## config.mk

```make
export PLATFORM = sky130hd
export DESIGN_NAME = top
export DESIGN_NICKNAME = d
export VERILOG_FILES = /design/src/rtl/svm_pkg.sv /design/src/rtl/svm_argmax.sv /design/src/rtl/top.sv
export SDC_FILE = /design/constraint.sdc
export NUM_CORES = 1
export LEC_CHECK = 0
export BUFFER_PORTS_ARGS = -buffer_cell sky130_fd_sc_hd__buf_2
export CELL_PAD_IN_SITES_DETAIL_PLACEMENT = 0
export CELL_PAD_IN_SITES_GLOBAL_PLACEMENT = 1
export CORE_MARGIN = 2
export CORE_UTILIZATION = 45
export DETAILED_ROUTE_END_ITERATION = 8
export MAX_ROUTING_LAYER = met4
export PLACE_DENSITY = 0.82
export REMOVE_ABC_BUFFERS = 1
export SLEW_MARGIN = 15
export SYNTH_ARGS = -nofsm -noshare
export SYNTH_HDL_FRONTEND = slang
export SYNTH_SLANG_ARGS = --single-unit
```

## constraint.sdc

```tcl
create_clock -name clk -period 26.9 [get_ports clk]
set_input_delay 5.38 -clock clk [delete_from_list [all_inputs] [get_ports clk]]
set_output_delay 5.38 -clock clk [all_outputs]
set_load 0.02 [all_outputs]
```

## src/rtl/svm_pkg.sv

```systemverilog
// -----------------------------------------------------------------------------
// svm_pkg
// Shared definitions for the 6-class linear SVM classifier.
//   - Class count and accumulator width.
//   - Weight, bias, accumulator and class-index types.
//   - Trained coefficient tables W[class][feature] and B[class]. These come from
//     the model-generation flow. Regenerate them there and do not hand-edit.
// -----------------------------------------------------------------------------
package svm_pkg;

    localparam int N_classes    = 6;
    localparam int N_FEATURES   = 33;
    localparam int INPUT_W      = 4;
    localparam int WEIGHT_W     = 4;
    localparam int BIAS_W       = 4;
    localparam int FEATURE_BITS = 6;
    localparam int CLASS_W      = 3;

    // The worst-case sum is 33 * 15 * 8 + 8 = 3968. This fits in a 14-bit
    // signed range, so the accumulators need no saturation logic.
    localparam int ACC_W = INPUT_W + WEIGHT_W + FEATURE_BITS;

    typedef logic signed [WEIGHT_W-1:0] weight_t;
    typedef logic signed [BIAS_W-1:0]   bias_t;
    typedef logic signed [ACC_W-1:0]    acc_t;
    typedef logic        [CLASS_W-1:0]  class_t;

    localparam weight_t W [N_classes][N_FEATURES] = '{
        '{ 2, -1,  3,  0, -4,  5,  1, -2,  6, -7,  0,  3, -3,  2, -5,  4,  1,
          -1,  7, -8,  2,  0, -2,  3, -6,  5,  1, -4,  2, -1,  0,  6, -3},
        '{ 1,  4, -2,  5, -1,  0, -6,  3,  2, -3,  7, -4,  1,  0, -2,  6, -5,
           3, -1,  2, -7,  4,  0,  1, -3,  5, -8,  2,  3, -2,  4, -1,  1},
        '{ 7, -3,  0,  2,  6, -1, -4,  5,  0,  3, -2,  1, -6,  4,  2, -5,  0,
           7, -3,  1,  5, -2, -1,  4,  0, -7,  3,  2, -4,  6,  1, -1,  2},
        '{-2,  0,  5, -3,  1,  4, -2, -6,  3,  7, -1,  2,  0, -4,  6, -3,  2,
          -5,  1,  0,  3, -1,  6, -2,  4, -8,  0,  5, -3,  1,  2, -7,  4},
        '{ 7,  2, -4,  1, -3,  6,  0, -1,  5, -2,  3, -6,  4,  1, -7,  0,  2,
          -3,  5, -4,  1,  7, -5,  0,  2, -1,  6, -3, -2,  4,  0,  3, -6},
        '{-8,  5,  1, -5,  3, -2,  7,  0, -4,  1,  6, -3,  2, -1,  4, -6,  3,
           0, -2,  5, -1, -3,  4,  6, -5,  2, -1,  0,  7, -4,  3, -2, -1}
    };

    localparam bias_t B [N_classes] = '{-3, 1, 5, 2, 5, -8};

endpackage

```

## src/rtl/svm_argmax.sv

```systemverilog
// -----------------------------------------------------------------------------
// svm_argmax
// Combinational 6-way signed maximum. On a tie, the lowest class index wins.
// Ports:
//   score_i : per-class signed scores
//   idx_o   : index of the winning class (0..5)
// -----------------------------------------------------------------------------
module svm_argmax
    import svm_pkg::*;
(
    input  acc_t   score_i [N_classes],
    output class_t idx_o
);

    acc_t best;

    // NOTE: every variable driven here gets a value before any conditional
    // update. Without that default, the synthesis tool infers a latch.
    always_comb begin
        best  = score_i[0];
        idx_o = '0;
        for (int c = 1; c < N_classes; c++) begin
            // A strict greater-than keeps the earlier (lower) index on a tie.
            if (score_i[c] > best) begin
                best  = score_i[c];
                idx_o = class_t'(c);
            end
        end
    end

endmodule

```

## src/rtl/top.sv

```systemverilog
// -----------------------------------------------------------------------------
// top
// Sequential one-vs-rest linear SVM. Each clock processes one feature, and all
// six class accumulators add w[c][cnt] * x[cnt] in parallel. After the last
// feature, the argmax of (accumulator + bias) is registered into w_class and
// ready is raised. Both outputs then hold until the next reset. A reset pulse
// starts a new sample.
// Ports:
//   clk     : rising-edge clock
//   rst_n   : asynchronous active-low reset. It aborts any evaluation and
//             restarts it.
//   in      : packed unsigned features. Feature i is
//             in[i*inputWidth +: inputWidth]. The input must be held stable
//             until ready.
//   ready   : result-valid flag. It rises on the 34th edge after reset release.
//   w_class : index of the winning class (0..5)
// -----------------------------------------------------------------------------
module top
    import svm_pkg::*;
#(
    parameter int weightWidth  = 4,
    parameter int feature_bits = 6,
    parameter int N_features   = 33,
    parameter int biasWidth    = 4,
    parameter int inputWidth   = 4
) (
    input  logic                             clk,
    input  logic                             rst_n,
    input  logic [N_features*inputWidth-1:0] in,
    output logic                             ready,
    output logic [2:0]                       w_class
);

    typedef enum logic {
        RUN  = 1'b0,
        DONE = 1'b1
    } state_e;

    localparam logic [feature_bits-1:0] LAST_CNT = feature_bits'(N_features);

    state_e                  state_q, state_d;
    logic [feature_bits-1:0] cnt_q, cnt_d;
    acc_t                    acc_q [N_classes];
    acc_t                    acc_d [N_classes];
    logic                    ready_q, ready_d;
    class_t                  w_class_q, w_class_d;

    logic                    feat_active;
    logic [feature_bits-1:0] feat_idx;
    logic [inputWidth-1:0]   x_sel;
    acc_t                    x_ext;
    acc_t                    prod  [N_classes];
    acc_t                    score [N_classes];
    class_t                  arg_idx;

    // Once cnt reaches N_features, the index is parked at 0. This keeps the
    // feature and weight lookups in range during the final compare cycle.
    assign feat_active = (cnt_q < LAST_CNT);
    assign feat_idx    = feat_active ? cnt_q : '0;
    assign x_sel       = in[feat_idx*inputWidth +: inputWidth];

    // Features are unsigned, so they are zero-extended before the signed
    // multiply.
    assign x_ext = acc_t'(x_sel);

    always_comb begin
        for (int c = 0; c < N_classes; c++) begin
            prod[c]  = x_ext * acc_t'(signed'(W[c][feat_idx][weightWidth-1:0]));
            // The bias is sign-extended and added at product-LSB alignment.
            // It is applied only at the compare, so the accumulators start
            // from zero.
            score[c] = acc_q[c] + acc_t'(signed'(B[c][biasWidth-1:0]));
        end
    end

    svm_argmax u_argmax (
        .score_i (score),
        .idx_o   (arg_idx)
    );

    always_comb begin
        state_d   = state_q;
        cnt_d     = cnt_q;
        ready_d   = ready_q;
        w_class_d = w_class_q;
        for (int c = 0; c < N_classes; c++) begin
            acc_d[c] = acc_q[c];
        end

        unique case (state_q)
            RUN: begin
                if (feat_active) begin
                    for (int c = 0; c < N_classes; c++) begin
                        acc_d[c] = acc_q[c] + prod[c];
                    end
                    cnt_d = cnt_q + 1'b1;
                end else begin
                    w_class_d = arg_idx;
                    ready_d   = 1'b1;
                    state_d   = DONE;
                end
            end
            DONE: begin
                // Hold the result until reset.
            end
            default: state_d = RUN;
        endcase
    end

    // NOTE: state registers take non-blocking assignments only. This way, every
    // flop samples values from before the edge, whatever the process order.
    // The accumulator array is a small bank of flops, not a RAM, so each
    // element takes the asynchronous reset. A restart must begin from zero.
    always_ff @(posedge clk or negedge rst_n) begin
        if (!rst_n) begin
            state_q   <= RUN;
            cnt_q     <= '0;
            ready_q   <= 1'b0;
            w_class_q <= '0;
            for (int c = 0; c < N_classes; c++) begin
                acc_q[c] <= '0;
            end
        end else begin
            state_q   <= state_d;
            cnt_q     <= cnt_d;
            ready_q   <= ready_d;
            w_class_q <= w_class_d;
            for (int c = 0; c < N_classes; c++) begin
                acc_q[c] <= acc_d[c];
            end
        end
    end

    assign ready   = ready_q;
    assign w_class = w_class_q;

endmodule

```

== Word-level counts from Yosys, hierarchy flattened ==
Memories as Yosys holds them, arrays and structs flattened.
Cells that the tools add are included.

* Register bits: 95
* Memory bits (read-only): 1536
* Bits of input ports: 134
* Memories: 6
* Output and inout bits: 4
* Word-level logic and storage cells: 72

{| class="wikitable"
|+ Memory list
! name !! depth !! width !! read ports !! clocked after Yosys merged registers in !! write ports !! line !! text
|-
| (no name shown) || 64 || 4 || 1 || 0 || 0 || top.sv:68 || <nowiki>prod[c] = x_ext * acc_t'(signed'(W[c][feat_idx][weightWidth-1:0]));</nowiki>
|-
| (no name shown) || 64 || 4 || 1 || 0 || 0 || top.sv:68 ||
|-
| (no name shown) || 64 || 4 || 1 || 0 || 0 || top.sv:68 ||
|-
| (no name shown) || 64 || 4 || 1 || 0 || 0 || top.sv:68 ||
|-
| (no name shown) || 64 || 4 || 1 || 0 || 0 || top.sv:68 ||
|-
| (no name shown) || 64 || 4 || 1 || 0 || 0 || top.sv:68 ||
|}

* Shifts and indexed selects: 1
* Mux-type cells: 24
* Reductions and logical operators: 2
* Magnitude comparators: 7
* Bitwise operators: 3
* Multipliers: 6
* Add/subtract/negate cells: 13

{| class="wikitable"
|+ Operators with widths
! cell !! count
|-
| $shiftx 132x9->4 || 1
|-
| $add 14x9->14 || 6
|-
| $gt 14x14->1 || 5
|-
| $mux 14 || 4
|-
| $mul 5x4->9 || 6
|-
| $mux 4 || 12
|-
| $add 14x4->14 const B || 3
|-
| $add 14x3->14 const B || 2
|-
| $add 14x2->14 const B || 1
|-
| $ge 7x7->1 const B || 1
|-
| $not 6->7 || 1
|-
| $add 6x1->6 const B || 1
|-
| $lt 6x6->1 const B || 1
|-
| $mux 3 || 2
|-
| $mux 6 || 1
|-
| $mux 2 || 2
|-
| $reduce_and 2->1 || 2
|-
| $mux 1 || 3
|-
| $not 1->1 || 2
|}

== Depth between registers and ports, before layout ==
Gate-level depths: netlist (run 1).

* Word-level depth: 11
* Depth in mapped cells: 68
* Gate-level depth less buffers: 61

== Modules after synthesis ==
Synthesis (run 1) repeated with hierarchy kept, for this count alone.

* Cells, all modules: 2122
* Area, all modules: 16928.7 sq um

{| class="wikitable"
|+ Modules (own cells, without submodules)
! module !! area an instance (sq um) !! instances !! cells an instance
|-
| top || 13990.9 || 1 || 1701
|-
| svm_argmax || 2937.8 || 1 || 421
|}

== Worst setup path before layout (run 1) ==
OpenSTA, ideal clock, no wires.

* Path kind: flip-flop to flip-flop
* Start point: register acc_q[70] (netlist bit)
* End point: register w_class_q[1] (netlist: w_class[1])
* Setup slack: 14895 ps
* Arrival time: 11878 ps
* Buffers on the path: 7
* Required time: 26772 ps
* Cell stages (with the launch flop): 65
* Library setup time: 128 ps
* Cell sequence: dfrtp_1 > ha_1 > or3_1 > buf_6 > xnor2_1 > inv_1 > ha_1 > nand4_1 > nor2_1 > a211oi_1 > or4_1 > a31oi_4 > o21ai_4 > mux2_4 > clkbuf_8 > nand2_1 > o21ai_0 > ha_1 > [29 not listed] > nor2b_1 > o21ai_0 > and4b_2 > nor3_1 > clkdlybuf4s50_2 > buf_1 > nor2_1 > a221oi_2 > ha_1 > a21oi_1 > nor2_1 > nor2_1 > nand2_1 > a211oi_1 > o21ai_0 > o21ai_0 > nor2_1 > o2bb2ai_1

* Word-level cells in the longest chain between the ends: 11
* Elaborated cells between the ends (all ways): 14
* Those cells by class: add/sub: 1; order compare: 5; mux: 8

{| class="wikitable"
|+ Ends and longest elaborated chain
! element !! line !! text
|-
| start: declaration || top.sv:43 || <nowiki>acc_t acc_q [N_classes];</nowiki>
|-
| start signal: indexed assignment || top.sv:129 || <nowiki>acc_q[c] <= acc_d[c];</nowiki>
|-
| $add 14x3->14 (*) || top.sv:72 || <nowiki>score[c] = acc_q[c] + acc_t'(signed'(B[c][biasWidth-1:0]));</nowiki>
|-
| $gt 14x14->1 || svm_argmax.sv:24 || <nowiki>if (score_i[c] > best) begin</nowiki>
|-
| $mux 14 (*) || svm_argmax.sv:24 ||
|-
| $gt 14x14->1 || svm_argmax.sv:24 ||
|-
| $mux 14 || svm_argmax.sv:24 ||
|-
| $gt 14x14->1 || svm_argmax.sv:24 ||
|-
| $mux 14 || svm_argmax.sv:24 ||
|-
| $gt 14x14->1 || svm_argmax.sv:24 ||
|-
| $mux 14 || svm_argmax.sv:24 ||
|-
| $gt 14x14->1 || svm_argmax.sv:24 ||
|-
| $mux 3 (*) || svm_argmax.sv:24 ||
|-
| end signal: assignment || top.sv:127 || <nowiki>w_class_q <= w_class_d;</nowiki>
|-
| end: declaration || top.sv:46 || <nowiki>class_t w_class_q, w_class_d;</nowiki>
|}

Every way passes the cells marked *; elsewhere a longest branch is shown, timed or not.
A chain may end at the register's enable or synchronous reset.

== Worst setup path after layout (run 1) ==
Same ends and word-level chain as after synthesis.

==> run_results.csv, run 1 <==
group,metric,value,unit
sta,timing.fmax,0.0717,GHz
logic_synthesis,muxShareOfSynthArea,2.95,%
logic_synthesis,synth-compound-area-share,20.6,%
floorplan,ios,138,
sta,period_needed,13.94,ns
clock_tree,cts.hold.buffers_added,0,
critical_path,crit_path_end_kind,"register",
logic_synthesis,ys_seq_area_share,14.3,%
logic_synthesis,synth-edff-count,0,
detailed_routing,wirelength_per_cell,18.3,um
sta,setup_violations,0,
sta,rsz0062_at_grt,"false",
floorplan,core_area,36400,um2
grt,grt_util_all_layers,25.8,%
placement,cell_area_after_placement,17600,um2
critical_path,worst-r2r-setup-slack,12.96,ns
final_layout,layout-area-overhead-vs-synth,8.31,%
sta,timing.setup.tns,0,ns
grt,grt_pass1_wl,78000,um
clock_tree,clk_slew_on_worst_s_h_paths,0.07,ns
sta,finalHoldViolations,0,
critical_path,critical-path-max-stage-delay,0.76,ns
min_path,holdCritPathClass,"register to register",
final_layout,layout.filler_cells,3601,
clock_tree,cts_htree_levels,3,
logic_synthesis,async_flop_share,100,%
placement,gp_congestion,0.923,
floorplan,die_h,196,um
clock_tree,postCtsResizedCells,0,
detailed_routing,antenna_left,0,
final_layout,multi_input_area,13100,um2
detailed_routing,detail_route.iter0.violations,1052,
clock_tree,clock_insertion_delay_worst_skew,0.37,ns
clock_tree,tritoncts.num_buffers,9,
critical_path,timing.critical_path.buf_inv,3,
critical_path,critical_path.endpoint,"w_class[1]",
placement,place.port_buffers,137,
critical_path,reg2reg_from,"acc_q[70]",
detailed_routing,num_vias,15000,
floorplan,placement_rows,70,
critical_path,setup.worst_path.start_class,"register",
logic_synthesis,yosysUniqueCellTypes,104,
grt,vias_in_the_first_global_route,14900,
floorplan,die_w,196,um
final_layout,final_net_count,2599,
detailed_routing,routed_wl,47600,um
detailed_routing,drt_pass1_iterations,5,
sta,relSlewSlack,29.6,%
placement,detailed_place_hpwl,37200,um
grt,antenna_found_initial,1,
final_layout,drive_above_1_share,12.2,%
critical_path,worstReg2RegEnd,"w_class[1]",
sta,max_slew.worst_pin.slew,1.05,ns
critical_path,cp_max_fo,34,
logic_synthesis,synth-xor-area-share,8.97,%
sta,clock_skew,0.0133,ns
detailed_routing,drt-vias-per-instance,5.78,
logic_synthesis,synth_top_family_by_area,"adder cells",
final_layout,ff_latch_area,2380,um2
logic_synthesis,synth_simple_gate_area_share,17.7,%
clock_tree,cts_tree,"yes",
critical_path,worstSetupStartpoint,"acc_q[70]",
sta,min_period_over_period,51.8,%
clock_tree,cts.root.buffer_cell,"sky130_fd_sc_hd__clkbuf_16",
clock_tree,max-clock-path-buffers,2,
grt,global_route.overflow_total,0,
run,cap_viol_max_count,0,
logic_synthesis,synthesis.area,16600,um2
floorplan,start_util,45.5,%
critical_path,critical_path_cell_count,56,
clock_tree,clock-sinks,95,
critical_path,worst_path_max_delay_cell,"sky130_fd_sc_hd__nor2_2",
final_layout,final_core_utilization,49.3,%
sta,hold_slack,0.471,ns
outcome,run_status,"finished clean",
logic_synthesis,synth.ff_latch_count,95,
logic_synthesis,ys_dominant_reg_cell,"sky130_fd_sc_hd__dfrtp_1",
critical_path,timing.critical_path.max_delay_family,"simple AND/OR/NAND/NOR gates",
grt,largest_net_degree_at_the_start_of_global_routing,78,
floorplan,dieArea,38400,um2
final_layout,layout.cell_area.non_filler,18000,um2
logic_synthesis,adder_and_majority_gate_portion_of_the_synthesized_area,28.6,%
detailed_routing,drcViolationCount,0,
critical_path,crit_type,"register to register",
sta,maxSlewViolCount,0,
logic_synthesis,syn_inst,2055,
critical_path,required,27.20,ns
clock_tree,post_cts.repair.setup_buffers,0,
critical_path,r2r.worst_path.cells,56,
logic_synthesis,yosys_warnings,0,
logic_synthesis,syn_area_per_cell,8.07,um2
critical_path,critPathArrivalTime,14.24,ns
[Yosys cell counts (31+ instances only)]
master                     count  area (um2)
sky130_fd_sc_hd__clkbuf_1     69         259
sky130_fd_sc_hd__mux2i_1      35         350
sky130_fd_sc_hd__ha_1        271        3390
sky130_fd_sc_hd__xor2_1       46         403
sky130_fd_sc_hd__xnor2_1     120        1050
sky130_fd_sc_hd__o21bai_1     33         248
sky130_fd_sc_hd__dfrtp_1      95        2380
sky130_fd_sc_hd__fa_1         66        1320
sky130_fd_sc_hd__o21ai_0     147         736
sky130_fd_sc_hd__a21oi_1     112         561
sky130_fd_sc_hd__inv_1       186         698
sky130_fd_sc_hd__nor2b_1      31         194
sky130_fd_sc_hd__nor2_1      136         510
sky130_fd_sc_hd__nand3_1      37         185
sky130_fd_sc_hd__nand2_1     248         931
[placed cells by master (no fill, tap or decap), types with 24 or more instances in the layout]
cell and n:
sky130_fd_sc_hd__ha_1 271, sky130_fd_sc_hd__nand2_1 248, sky130_fd_sc_hd__inv_1 185, sky130_fd_sc_hd__o21ai_0 147
sky130_fd_sc_hd__buf_2 136, sky130_fd_sc_hd__nor2_1 135, sky130_fd_sc_hd__xnor2_1 120, sky130_fd_sc_hd__a21oi_1 111
sky130_fd_sc_hd__dfrtp_1 94, sky130_fd_sc_hd__fa_1 66, sky130_fd_sc_hd__xor2_1 46, sky130_fd_sc_hd__nand3_1 37
sky130_fd_sc_hd__mux2i_1 35, sky130_fd_sc_hd__o21bai_1 33, sky130_fd_sc_hd__nor2b_1 29, sky130_fd_sc_hd__nor3_1 27
sky130_fd_sc_hd__a21o_1 25, sky130_fd_sc_hd__nand2b_1 24, sky130_fd_sc_hd__a221oi_1 24, sky130_fd_sc_hd__buf_4 24
[registers in the layout, summed over array words and instances (netlist names)]
register  flops
acc_q        84
cnt_q         6
ready         1
state_q       1
w_class       3
[worst register-to-register path: cells and delay by family (launching register included)]
kind                       cells  cell delay [ns]
adders and majority gates      6             1.80
DFF                            1             0.44
muxes                          3             0.85
buffers and inverters          3             0.52
xor gates and xnor gates       1             0.31
and+or+nand+nor               23             5.44
AOI/OAI and AO/OA             20             4.53
[worst min path at each step]
stage | startpoint | to | slack [ns] | cells past startpoint
final | ready | ready | 0.47 | 1
after global routing | acc_q[27] | acc_q[27] | 0.51 | 1
after CTS | ready | ready | 0.48 | 1
after detailed placement | ready | ready | 0.46 | 1
after global placement | ready | ready | 0.45 | 1
after floorplan | acc_q[13] | acc_q[13] | 0.47 | 1
[logic make-up (layout without fill, tap and decap cells)]
family	Yosys count	in the layout
AND/OR/NAND/NOR	611	611
adder cells (fa/ha/maj)	340	340
other	0	1
flip-flops	95	95
AO/OA/AOI/OAI	511	511
XOR/XNOR	168	168
multiplexers	45	45
buffers and inverters	285	363
[metrics by stage]
step | cells | setup WS (ns)
2_1_floorplan | 1957 | 13.83
3_3_place_gp | 2585 | 13.59
3_5_place_dp | 2585 | 13.16
4_1_cts | 2601 | 13.12
5_1_grt | 2602 | 11.89
6_report | 2602 | 12.96
[area by class of cell]
type	instances	area share (%)
Inverter	187	3.92
Multi-Input combinational cell	1675	73.0
Clock inverter	5	0.355
Tap cell	468	3.26
Clock buffer	11	1.41
Timing Repair Buffer	160	4.79
Sequential cell	95	13.2
Antenna cell	1	0.0139
[per-layer routing]
metal | up-vias | part of all wire [%] | track usage [%] | wire [um]
li1 | 7401 | - | - | -
met1 | 7186 | 46 | 33.4 | 21800
met2 | 381 | 48 | 43.6 | 23000
met3 | 66 | 3.7 | 1.86 | 1760
met4 | 0 | 2.2 | 6.99 | 1060
met5 | - | 0 | - | 0
Power of run 1 is not shown: default switching activity piles up to over one toggle a cycle in this logic, so the estimate is an artifact.
==> run 2: changes to the inputs <==
--- a/config.mk
+++ b/config.mk
@@ -9,7 +9,7 @@
 export CELL_PAD_IN_SITES_DETAIL_PLACEMENT = 0
 export CELL_PAD_IN_SITES_GLOBAL_PLACEMENT = 1
 export CORE_MARGIN = 2
-export CORE_UTILIZATION = 45
+export CORE_UTILIZATION = 43
 export DETAILED_ROUTE_END_ITERATION = 8
 export MAX_ROUTING_LAYER = met4
 export PLACE_DENSITY = 0.82
==> constraint.sdc (replaced) <==
create_clock -name clk -period 12.1 [get_ports clk]
set_input_delay 2.42 -clock clk [delete_from_list [all_inputs] [get_ports clk]]
set_output_delay 2.42 -clock clk [all_outputs]
set_load 0.02 [all_outputs]
==> run_results.csv, run 2 (same netlist as run 1, synthesis figures left out) <==
group,metric,value,unit
placement,detailed_place_hpwl,37700,um
final_layout,final_cell_count_no_fill,2696,
detailed_routing,drcViolationCount,0,
critical_path,timing.critical_path.buf_inv,7,
sta,setup_violations,0,
final_layout,max_reg_flops,84,
floorplan,dieArea,40100,um2
min_path,hold_depth,1,
outcome,run_status,"finished clean",
critical_path,critPathArrivalTime,11.74,ns
grt,vias_in_the_first_global_route,15100,
detailed_routing,drt_pass1_iterations,6,
detailed_routing,detail_route.iter0.violations,1107,
critical_path,setup.worst_path.start_class,"register",
final_layout,final_cell_mix,"sky130_fd_sc_hd__ha_1 (268), sky130_fd_sc_hd__nand2_1 (247), sky130_fd_sc_hd__inv_1 (183)",
clock_tree,tritoncts.num_buffers,9,
clock_tree,cts.root.buffer_cell,"sky130_fd_sc_hd__clkbuf_16",
critical_path,critical-path-max-stage-delay,0.58,ns
final_layout,final_net_count,2649,
grt,antenna_found_initial,2,
clock_tree,cts_htree_levels,3,
critical_path,required,12.34,ns
critical_path,critical_path_cell_count,61,
placement,place.port_buffers,137,
clock_tree,clk_slew_on_worst_s_h_paths,0.08,ns
floorplan,ios,138,
detailed_routing,antenna_left,0,
sta,hold_slack,0.475,ns
detailed_routing,routed_wl,48700,um
sta,clock_skew,0.00793,ns
critical_path,cp_max_fo,8,
sta,period_needed,11.50,ns
grt,grt_util_all_layers,24.7,%
sta,min_period_over_period,95.1,%
sta,maxSlewViolCount,0,
floorplan,die_w,200,um
run,cap_viol_max_count,0,
final_layout,layout.filler_cells,3745,
sta,max_slew.worst_pin.slew,1.03,ns
floorplan,core_area,37800,um2
floorplan,start_util,43.8,%
final_layout,most_frequent_standard_cell_in_the_layout_excluding_fill_and_tap_cells,"sky130_fd_sc_hd__ha_1",
clock_tree,cts.hold.buffers_added,0,
critical_path,timing.critical_path.max_delay_family,"simple AND/OR/NAND/NOR gates",
sta,finalHoldViolations,0,
critical_path,crit_path_end_kind,"register",
clock_tree,max-clock-path-buffers,2,
floorplan,die_h,200,um
final_layout,final_core_utilization,49.5,%
floorplan,placement_rows,71,
grt,largest_net_degree_at_the_start_of_global_routing,81,
detailed_routing,num_vias,15300,
placement,dpl.cell_count,2652,
clock_tree,clock_insertion_delay_worst_skew,0.38,ns
placement,gp_congestion,0.936,
sta,relSlewSlack,30.9,%
final_layout,register_with_the_highest_flop_count,"acc_q",
placement,placement.setup.worst_slack,-0.336,ns
clock_tree,cts_tree,"yes",
grt,global_route.overflow_total,0,
sta,worst_slack,0.599,ns
final_layout,layout-area-overhead-vs-synth,13.1,%
grt,grt_pass1_wl,78800,um
critical_path,r2r.worst_path.cells,61,
min_path,holdCritPathClass,"register to register",
critical_path,crit_path_frequent_cell,"sky130_fd_sc_hd__ha_1",
sta,timing.fmax,0.0869,GHz
detailed_routing,wirelength_per_cell,18.1,um
final_layout,drive_above_1_share,16.2,%
clock_tree,clock-sinks,95,
critical_path,crit_type,"register to register",
critical_path,worst_path_max_delay_cell,"sky130_fd_sc_hd__or4_1",
detailed_routing,drt-vias-per-instance,5.66,
[run 2: through the flow]
stage / area (um2) / setup TNS, ns
6_report: 18700 / 0
5_1_grt: 18700 / -0.389
4_1_cts: 18200 / 0
3_5_place_dp: 17900 / -0.919
3_3_place_gp: 17900 / 0
2_1_floorplan: 16100 / -2.69
[run 2: cell type report]
class	instances	area, um2	area share, %
Inverter	187	707	3.77
Tap cell	511	639	3.41
Sequential cell	95	2380	12.7
Multi-Input combinational cell	1675	13400	71.7
Antenna cell	2	5.00	0.0267
Clock inverter	5	63.8	0.340
Timing Repair Buffer	210	1260	6.74
Clock buffer	11	253	1.35
[run 2: routing by layer]
| layer | vias up | track usage, % | part of all wire, % |
|---|---|---|---|
| met5 | - | - | 0 |
| met4 | 0 | 7.96 | 2.4 |
| met3 | 78 | 2.57 | 4.5 |
| met2 | 449 | 41.2 | 49 |
| met1 | 7229 | 31.4 | 44 |
| li1 | 7506 | - | - |
[run 2: what timing repair did]
| action | in CTS | in global routing |
|---|---|---|
| endpoints found under the setup margin | 3 | 3 |
| pin swaps | 1 | 35 |
| gates resized for setup | 10 | 85 |
| gates cloned | 0 | 2 |
| setup buffers | 1 | 23 |
[run 2: path summary, 6_finish.rpt]
kind / start / to / slack [ns]
setup / recovery: acc_q[71] / w_class[1] / 0.60
hold / removal: ready / ready / 0.47
setup reg to reg: acc_q[71] / w_class[1] / 0.60
hold reg to reg: ready / ready / 0.47
max in group asynchronous: rst_n / acc_q[71] / 8.76
min in group asynchronous: rst_n / acc_q[48] / 2.08
Power of run 2 is left out for the same reason.
